**src/rtl/boid_update_unit.sv**
```systemverilog
// Boid position updater: steps every boid once per frame_tick, bouncing off the
// screen edges, and streams one {id, x, y, address} record per boid over a
// valid/ready handshake.
module boid_update_unit #(
  parameter int unsigned N_BOIDS      = 8,
  parameter int unsigned VIDEO_WIDTH  = 640,
  parameter int unsigned VIDEO_HEIGHT = 480,
  localparam int unsigned PIXEL_ADDRESS_WIDTH = $clog2(VIDEO_WIDTH * VIDEO_HEIGHT) + 1,
  localparam int unsigned ID_W = (N_BOIDS > 1) ? $clog2(N_BOIDS) : 1
) (
  input  logic                           clock,
  input  logic                           reset,
  input  logic                           frame_tick,
  output logic                           out_valid,
  input  logic                           out_ready,
  output logic [ID_W-1:0]                out_id,
  output logic [9:0]                     x_loc,
  output logic [8:0]                     y_loc,
  output logic [PIXEL_ADDRESS_WIDTH-1:0] address,
  output logic                           busy,
  output logic                           overrun
);

  localparam int unsigned PAW = PIXEL_ADDRESS_WIDTH;
  localparam logic signed [11:0] XMax = 12'(VIDEO_WIDTH - 1);
  localparam logic signed [11:0] YMax = 12'(VIDEO_HEIGHT - 1);
  localparam logic [PAW-1:0] RowPitch = PAW'(VIDEO_WIDTH);
  localparam logic [ID_W-1:0] LastId = ID_W'(N_BOIDS - 1);

  typedef enum logic [1:0] {StIdle, StUpdate, StEmit} state_e;

  state_e          state_q, state_d;
  logic [ID_W-1:0] idx_q, idx_d;
  logic            overrun_q, overrun_d;

  // Per-boid state; direction stored as a "negative" flag (dx = -1 when set).
  logic [9:0] x_q      [N_BOIDS];
  logic [8:0] y_q      [N_BOIDS];
  logic       dx_neg_q [N_BOIDS];
  logic       dy_neg_q [N_BOIDS];

  logic [ID_W-1:0] out_id_q;
  logic [9:0]      x_loc_q;
  logic [8:0]      y_loc_q;
  logic [PAW-1:0]  addr_q;

  logic signed [11:0] nx, ny;
  logic [9:0]         x_new;
  logic [8:0]         y_new;
  logic               x_flip, y_flip;
  logic [PAW-1:0]     addr_new;

  // State register, boid index and registered overrun pulse.
  always_ff @(posedge clock or posedge reset) begin
    if (reset) begin
      state_q   <= StIdle;
      idx_q     <= '0;
      overrun_q <= 1'b0;
    end else begin
      state_q   <= state_d;
      idx_q     <= idx_d;
      overrun_q <= overrun_d;
    end
  end

  // Next-state logic; frame_tick outside IDLE is dropped and flagged.
  always_comb begin
    state_d   = state_q;
    idx_d     = idx_q;
    overrun_d = frame_tick && (state_q != StIdle);
    unique case (state_q)
      StIdle: begin
        if (frame_tick) begin
          idx_d   = '0;
          state_d = StUpdate;
        end
      end
      StUpdate: state_d = StEmit;
      StEmit: begin
        if (out_ready) begin
          if (idx_q == LastId) begin
            state_d = StIdle;
          end else begin
            idx_d   = idx_q + 1'b1;
            state_d = StUpdate;
          end
        end
      end
      default: state_d = StIdle;
    endcase
  end

  // Output decode from state plus the registered record fields.
  always_comb begin
    out_valid = (state_q == StEmit);
    busy      = (state_q != StIdle);
    overrun   = overrun_q;
    out_id    = out_id_q;
    x_loc     = x_loc_q;
    y_loc     = y_loc_q;
    address   = addr_q;
  end

  // One-step move with edge bounce for the boid at idx_q.
  always_comb begin
    nx = $signed({2'b00, x_q[idx_q]}) + (dx_neg_q[idx_q] ? -12'sd1 : 12'sd1);
    ny = $signed({3'b000, y_q[idx_q]}) + (dy_neg_q[idx_q] ? -12'sd1 : 12'sd1);
    x_flip = 1'b0;
    y_flip = 1'b0;
    if (nx < 0) begin
      x_new  = '0;
      x_flip = 1'b1;
    end else if (nx > XMax) begin
      x_new  = XMax[9:0];
      x_flip = 1'b1;
    end else begin
      x_new = nx[9:0];
    end
    if (ny < 0) begin
      y_new  = '0;
      y_flip = 1'b1;
    end else if (ny > YMax) begin
      y_new  = YMax[8:0];
      y_flip = 1'b1;
    end else begin
      y_new = ny[8:0];
    end
    addr_new = PAW'(x_new) + RowPitch * PAW'(y_new);
  end

  // Boid storage and output record; written only in the single UPDATE cycle so
  // a stalled EMIT never re-steps the boid.
  always_ff @(posedge clock or posedge reset) begin
    if (reset) begin
      for (int i = 0; i < N_BOIDS; i++) begin
        x_q[i]      <= 10'(10 + 16 * i);
        y_q[i]      <= 9'(10 + 8 * i);
        dx_neg_q[i] <= 1'(i % 2);
        dy_neg_q[i] <= 1'b0;
      end
      out_id_q <= '0;
      x_loc_q  <= '0;
      y_loc_q  <= '0;
      addr_q   <= '0;
    end else if (state_q == StUpdate) begin
      x_q[idx_q]      <= x_new;
      y_q[idx_q]      <= y_new;
      dx_neg_q[idx_q] <= dx_neg_q[idx_q] ^ x_flip;
      dy_neg_q[idx_q] <= dy_neg_q[idx_q] ^ y_flip;
      out_id_q        <= idx_q;
      x_loc_q         <= x_new;
      y_loc_q         <= y_new;
      addr_q          <= addr_new;
    end
  end

endmodule

```
**config.mk**
```make
export PLATFORM = sky130hd
export DESIGN_NAME = boid_update_unit
export DESIGN_NICKNAME = d
export VERILOG_FILES = /design/src/rtl/boid_update_unit.sv
export SDC_FILE = /design/constraint.sdc
export NUM_CORES = 1
export LEC_CHECK = 0
export ABC_AREA = 1
export BUFFER_PORTS_ARGS = -buffer_cell sky130_fd_sc_hd__clkbuf_2
export CORE_MARGIN = 10
export CORE_UTILIZATION = 45
export CTS_CLUSTER_DIAMETER = 120
export DETAILED_ROUTE_END_ITERATION = 10
export HOLD_SLACK_MARGIN = 0.08
export PLACE_DENSITY = 0.73
export SLEW_MARGIN = 20
export SYNTH_ARGS = -nofsm -noshare
export SYNTH_HDL_FRONTEND = slang
export SYNTH_SLANG_ARGS = --single-unit
```
**constraint.sdc**
```tcl
create_clock -name clock -period 10.8 [get_ports clock]
set_clock_uncertainty 0.2 [all_clocks]
set_input_delay 3.24 -clock clock [delete_from_list [all_inputs] [get_ports clock]]
set_output_delay 3.24 -clock clock [all_outputs]
set_load 0.01 [all_outputs]
```
==> impl_metrics.json, run 1 <==
{
  "routed_wl_um": 32000,
  "wl_met2_um": 14600,
  "muxShareOfSynthArea_pct": 0,
  "synth_cell_type_count": 44,
  "synth_nets": 1507,
  "grt_pass1_wl_um": 52000,
  "wl_met3_um": 2860,
  "synth_compound_gate_area_share_pct": 12.2,
  "dp.cells": 1775,
  "n_fill_cell": 2330,
  "synth_cells": 1463,
  "fin_util_pct": 50.1,
  "rsz0062_at_grt": "no",
  "hold_buffers": 0,
  "hp-class": "register to register",
  "nNetsFinal": 1515,
  "grt_pass1_vias": 9616,
  "rows": 58,
  "worst_setup_path_end_kind": "register",
  "tns_ns": 0,
  "fp.dieArea_sq_um": 32000,
  "viasPerCell": 5.51,
  "min_period_over_period_pct": 62.1,
  "antenna_cells": 0,
  "track_usage_pct": 20.2,
  "synth_edf_count": 0,
  "ys_seq_area_share_pct": 46.6,
  "holdWs_ns": 0.266,
  "crit_path_max_fanout": 20,
  "htreeDepth": 1,
  "fin_crit_ns": 6.70,
  "critPathKind": "register to register",
  "worstMarginPinSlew_ns": 1.13,
  "pin_count": 49,
  "r2r_cells": 29,
  "clkLatencyLatePin_ns": 0.51,
  "die_h_um": 179,
  "hold_viol_final": 0,
  "cap_viol_max_count": 0,
  "synth_xor_area_share_pct": 1.22,
  "netlist.area_leader.share_pct": 34.4,
  "syn_avg_cell_area_sq_um": 7.76,
  "numClockSinks": 209,
  "crit_cells": 29,
  "dp_hpwl_um": 19600,
  "synthSimpleGateAreaFrac_pct": 27.3,
  "regArea_sq_um": 5300,
  "drv_slew": 0,
  "start_util_pct": 45.3,
  "die_w_um": 179,
  "wl_per_cell_um": 17.6,
  "critPathBufInv": 4,
  "multi_input_area_sq_um": 5160,
  "vias": 10000,
  "synthTopCellsByArea": "dfrtp_1 (34%), nand2_1 (14%), dfstp_2 (12%)",
  "portBuffers": 48,
  "maxUsedRoutingLayer": "met4",
  "slew_headroom_pct": 24.4,
  "cp_slowest_cell": "clkinv_1",
  "antenna_left": 0,
  "synth_flop_cell": "dfrtp_1",
  "fmax_mhz": 149,
  "antenna_found_initial": 0,
  "stdcell_count": 1817,
  "synthesis.area_sq_um": 11400,
  "gp_congestion": 0.902,
  "cts_tree": "built",
  "status": "finished, final reports clean",
  "setup_viol": 0,
  "drc": 0,
  "critPathArrivalTime_ns": 6.90,
  "critPathMostFrequentCell": "nor2_1",
  "critPathTopFamily": "simple AND/OR/NAND/NOR gates",
  "cts_setup_buffers": 0,
  "met1_length_um": 13900,
  "dr.pass1.iters": 6,
  "yosysWarnings": 0,
  "yosysTopAreaCell": "dfrtp_1",
  "slowest_delay_ns": 0.83,
  "tritoncts.num_buffers": 23,
  "path_clk_slew_ns": 0.06,
  "worst_ep_required_time_ns": 11.00,
  "clockRootBuffer": "clkbuf_16",
  "regToRegSetupSlack_ns": 4.10,
  "synth_top_family_by_area": "simple AND/OR/NAND/NOR gates",
  "ys_seq_elements": 209,
  "final_cell_mix": "nand2_1 (418), o21ai_0 (179), dfrtp_1 (155)",
  "holdPathStages": 2,
  "core_sq_um": 25000,
  "grt_remaining_overflow": 0,
  "drtIter0Drc": 1108,
  "clockBufferDepth": 3,
  "synthArstFlopShare_pct": 100,
  "area_growth_pct": 10.5,
  "cts_resized": 0,
  "layout_commonest_cell": "nand2_1",
  "grt_max_degree": 146,
  "drive_gt1_share_pct": 13.1,
  "synth-adder-area-share_pct": 4.67,
  "startpoint_type": "register"
}
## flip-flops by register name (all words and copies together) (netlist names)
register / count
idx_q: 3
out_id: 3
x_loc: 10
x_q: 80
dx_neg_q: 8
overrun: 1
y_loc: 9
address: 13
y_q: 72
dy_neg_q: 8
state_q: 2
## layer usage
metal | vias up | GRT usage (%)
met5 | - | 0
met4 | 0 | 5.17
met3 | 49 | 3.45
met2 | 412 | 31.9
met1 | 4795 | 28.0
li1 | 4761 | -
## worst paths after layout
check                           startpoint           to
max in group asynchronous            reset     idx_q[0]
worst min-delay path               x_q[41]      x_q[41]
worst max-delay path              idx_q[1]  address[17]
worst max register to register    idx_q[1]  address[17]
worst min register to register     x_q[41]      x_q[41]
min in group asynchronous            reset       y_q[5]
## synthesized netlist by cell type (10+ instances only)
library cell and count:
nand2_1 418, o21ai_0 179, dfrtp_1 156, nand3_1 152, inv_1 121, nor2_1 104
a21oi_1 54, dfstp_2 53, clkbuf_1 51, ha_1 36, nand4_1 13, nand3_2 11
buf_4 10
## per-stage QoR
step / area [sq um] / worst slack (ns)
2_1_floorplan: 11400 / 1.74
3_3_place_gp: 11700 / 4.37
3_5_place_dp: 11700 / 4.26
4_1_cts: 12500 / 4.23
5_1_grt: 12500 / 3.58
6_report: 12500 / 4.10
## worst register-to-register path: cells and delay by family (launching register included)
kind / cells / cell delay, ns
fa+ha+maj: 3 / 0.85
flops: 1 / 0.45
compound gates: 6 / 1.22
buf+inv: 4 / 1.04
simple gates: 16 / 2.83
## cell type report
| cell class | instances | share of cell area [%] |
|---|---|---|
| sequential | 209 | 42.2 |
| multi-input combinational | 1040 | 41.2 |
| clock buffer | 34 | 5.40 |
| inverter | 136 | 4.16 |
| tap | 330 | 3.29 |
| timing repair buffer | 61 | 2.85 |
| clock inverter | 7 | 0.898 |
## cells by family after synthesis
group           count (synthesis)
simple gates                  725
xor+xnor                       15
flops                         209
fa+ha+maj                      40
buf+inv                       214
compound gates                260
Power of run 1 is left out: the tool's default activity adds up to more than one toggle a clock period on the data nets, which glitch-free logic cannot reach.
==> run 2: changes to the inputs <==
PLACE_DENSITY = 0.76   (was 0.73)
clock period = 5.5 ns   (was 10.8 ns; I/O delays follow)
==> impl_metrics.json, run 2 (same netlist as run 1, synthesis figures left out) <==
{
  "hold_viol_final": 0,
  "slowest_delay_ns": 0.49,
  "track_usage_pct": 20.4,
  "regToRegSetupSlack_ns": 0.21,
  "htreeDepth": 1,
  "nNetsFinal": 1598,
  "critPathArrivalTime_ns": 5.50,
  "grt_max_degree": 105,
  "slew_headroom_pct": 27.6,
  "wl_per_cell_um": 17.6,
  "drc": 0,
  "r2r_start": "idx_q[0]",
  "vias": 10500,
  "crit_path_max_fanout": 8,
  "clockRootBuffer": "clkbuf_16",
  "fin_crit_ns": 5.29,
  "hp-class": "register to register",
  "drtIter0Drc": 1195,
  "fp.dieArea_sq_um": 32000,
  "final_cell_mix": "nand2_1 (412), o21ai_0 (172), dfrtp_1 (153)",
  "worstReg2RegEnd": "address[17]",
  "antenna_found_initial": 0,
  "tritoncts.num_buffers": 22,
  "n_fill_cell": 2170,
  "rows": 58,
  "die_h_um": 179,
  "core_sq_um": 25000,
  "cap_viol_max_count": 0,
  "worst_setup_path_end_kind": "register",
  "hold_buffers": 0,
  "layout_commonest_cell": "nand2_1",
  "gp_congestion": 0.900,
  "grt_pass1_wl_um": 52600,
  "worstSetupEndpoint": "address[17]",
  "final_area_sq_um": 13400,
  "clockBufferDepth": 3,
  "path_clk_slew_ns": 0.06,
  "die_w_um": 179,
  "largest_register": "x_q",
  "dr.pass1.iters": 6,
  "area_growth_pct": 18.4,
  "antenna_left": 0,
  "pre_cts_slack_ns": -0.0785,
  "min_period_over_period_pct": 96.2,
  "crit_cells": 32,
  "numClockSinks": 209,
  "startpoint_type": "register",
  "drive_gt1_share_pct": 19.9,
  "start_util_pct": 45.3,
  "clkLatencyLatePin_ns": 0.52,
  "cts_tree": "built",
  "largest_reg_flops": 80,
  "critPathTopFamily": "simple AND/OR/NAND/NOR gates",
  "cp_slowest_cell": "dfrtp_2",
  "critPathBufInv": 7,
  "critPathLaunch": "idx_q[0]",
  "setup_viol": 0,
  "worst_ep_required_time_ns": 5.71,
  "fin_ws_ns": 0.209,
  "status": "finished, final reports clean",
  "dp_hpwl_um": 21000,
  "fmax_mhz": 189,
  "dpl-instance-area_sq_um": 12200,
  "portBuffers": 48,
  "routed_wl_um": 33400,
  "antenna_cells": 0,
  "grt_remaining_overflow": 0,
  "pin_count": 49,
  "grt_pass1_vias": 9974,
  "worstMarginPinSlew_ns": 1.08,
  "r2r_cells": 32,
  "critPathKind": "register to register",
  "viasPerCell": 5.54,
  "drv_slew": 0,
  "stdcell_count": 1900,
  "dp.cells": 1833
}
run 2: cell count changes in the layout (fill, tap and decap cells not counted), moves of 5 or more:
cell,previous run,this run
nor2_1,100,95
ha_4,0,7
o21ai_1,0,5
nand2_2,6,12
buf_4,12,83
buf_12,0,5
o21ai_0,179,172
nand2_1,418,412
ha_1,36,28
run 2: what timing repair did:
item                                    CTS  global route
pin swaps                                 0            21
endpoints found under the setup margin    3             7
buffers inserted                          2            22
resized for setup                         3            60
gates cloned                              0             3
run 2: worst register-to-register path: cells and delay by family, from the launching register on:
| kind | cells | cell delay [ns] |
|---|---|---|
| DFF | 1 | 0.49 |
| and+or+nand+nor | 20 | 2.28 |
| buffers and inverters | 7 | 0.94 |
| AOI/OAI and AO/OA | 3 | 0.36 |
| adders and majority gates | 2 | 0.91 |
run 2: worst min path at each step:
stage | start | end | depth (start not counted)
3_3_place_gp | dx_neg_q[6] | dx_neg_q[6] | 2
3_5_place_dp | y_q[12] | y_q[12] | 2
5_1_grt | dx_neg_q[6] | dx_neg_q[6] | 2
4_1_cts | y_q[12] | y_q[12] | 2
6_report | x_q[5] | x_q[5] | 2
2_1_floorplan | x_q[62] | x_q[62] | 2
run 2: layer usage:
metal	global-route usage, %	vias up	wire length [um]
li1	-	4932	-
met1	27.6	4985	13900
met2	31.6	518	14900
met3	4.55	85	3450
met4	6.79	0	1060
met5	0	-	0
run 2: layout make-up:
class | instances | area, sq um | area share (%)
multi-input combinational | 1040 | 5370 | 39.9
sequential | 209 | 5300 | 39.4
timing repair buffer | 144 | 1090 | 8.10
clock buffer | 33 | 612 | 4.55
inverter | 136 | 533 | 3.97
tap | 330 | 413 | 3.07
clock inverter | 7 | 121 | 0.903
timing repair inverter | 1 | 7.51 | 0.0559
run 2: through the flow:
stage | TNS [ns] | hold WS, ns | util [%]
floorplan | 0 | 0.244 | -
global placement | 0 | 0.253 | 48.7
detailed placement | -0.0785 | 0.256 | 48.7
CTS | 0 | 0.266 | 51.7
global route | -0.190 | 0.279 | 53.7
finish | 0 | 0.268 | 53.7
Power of run 2 is left out for the same reason.
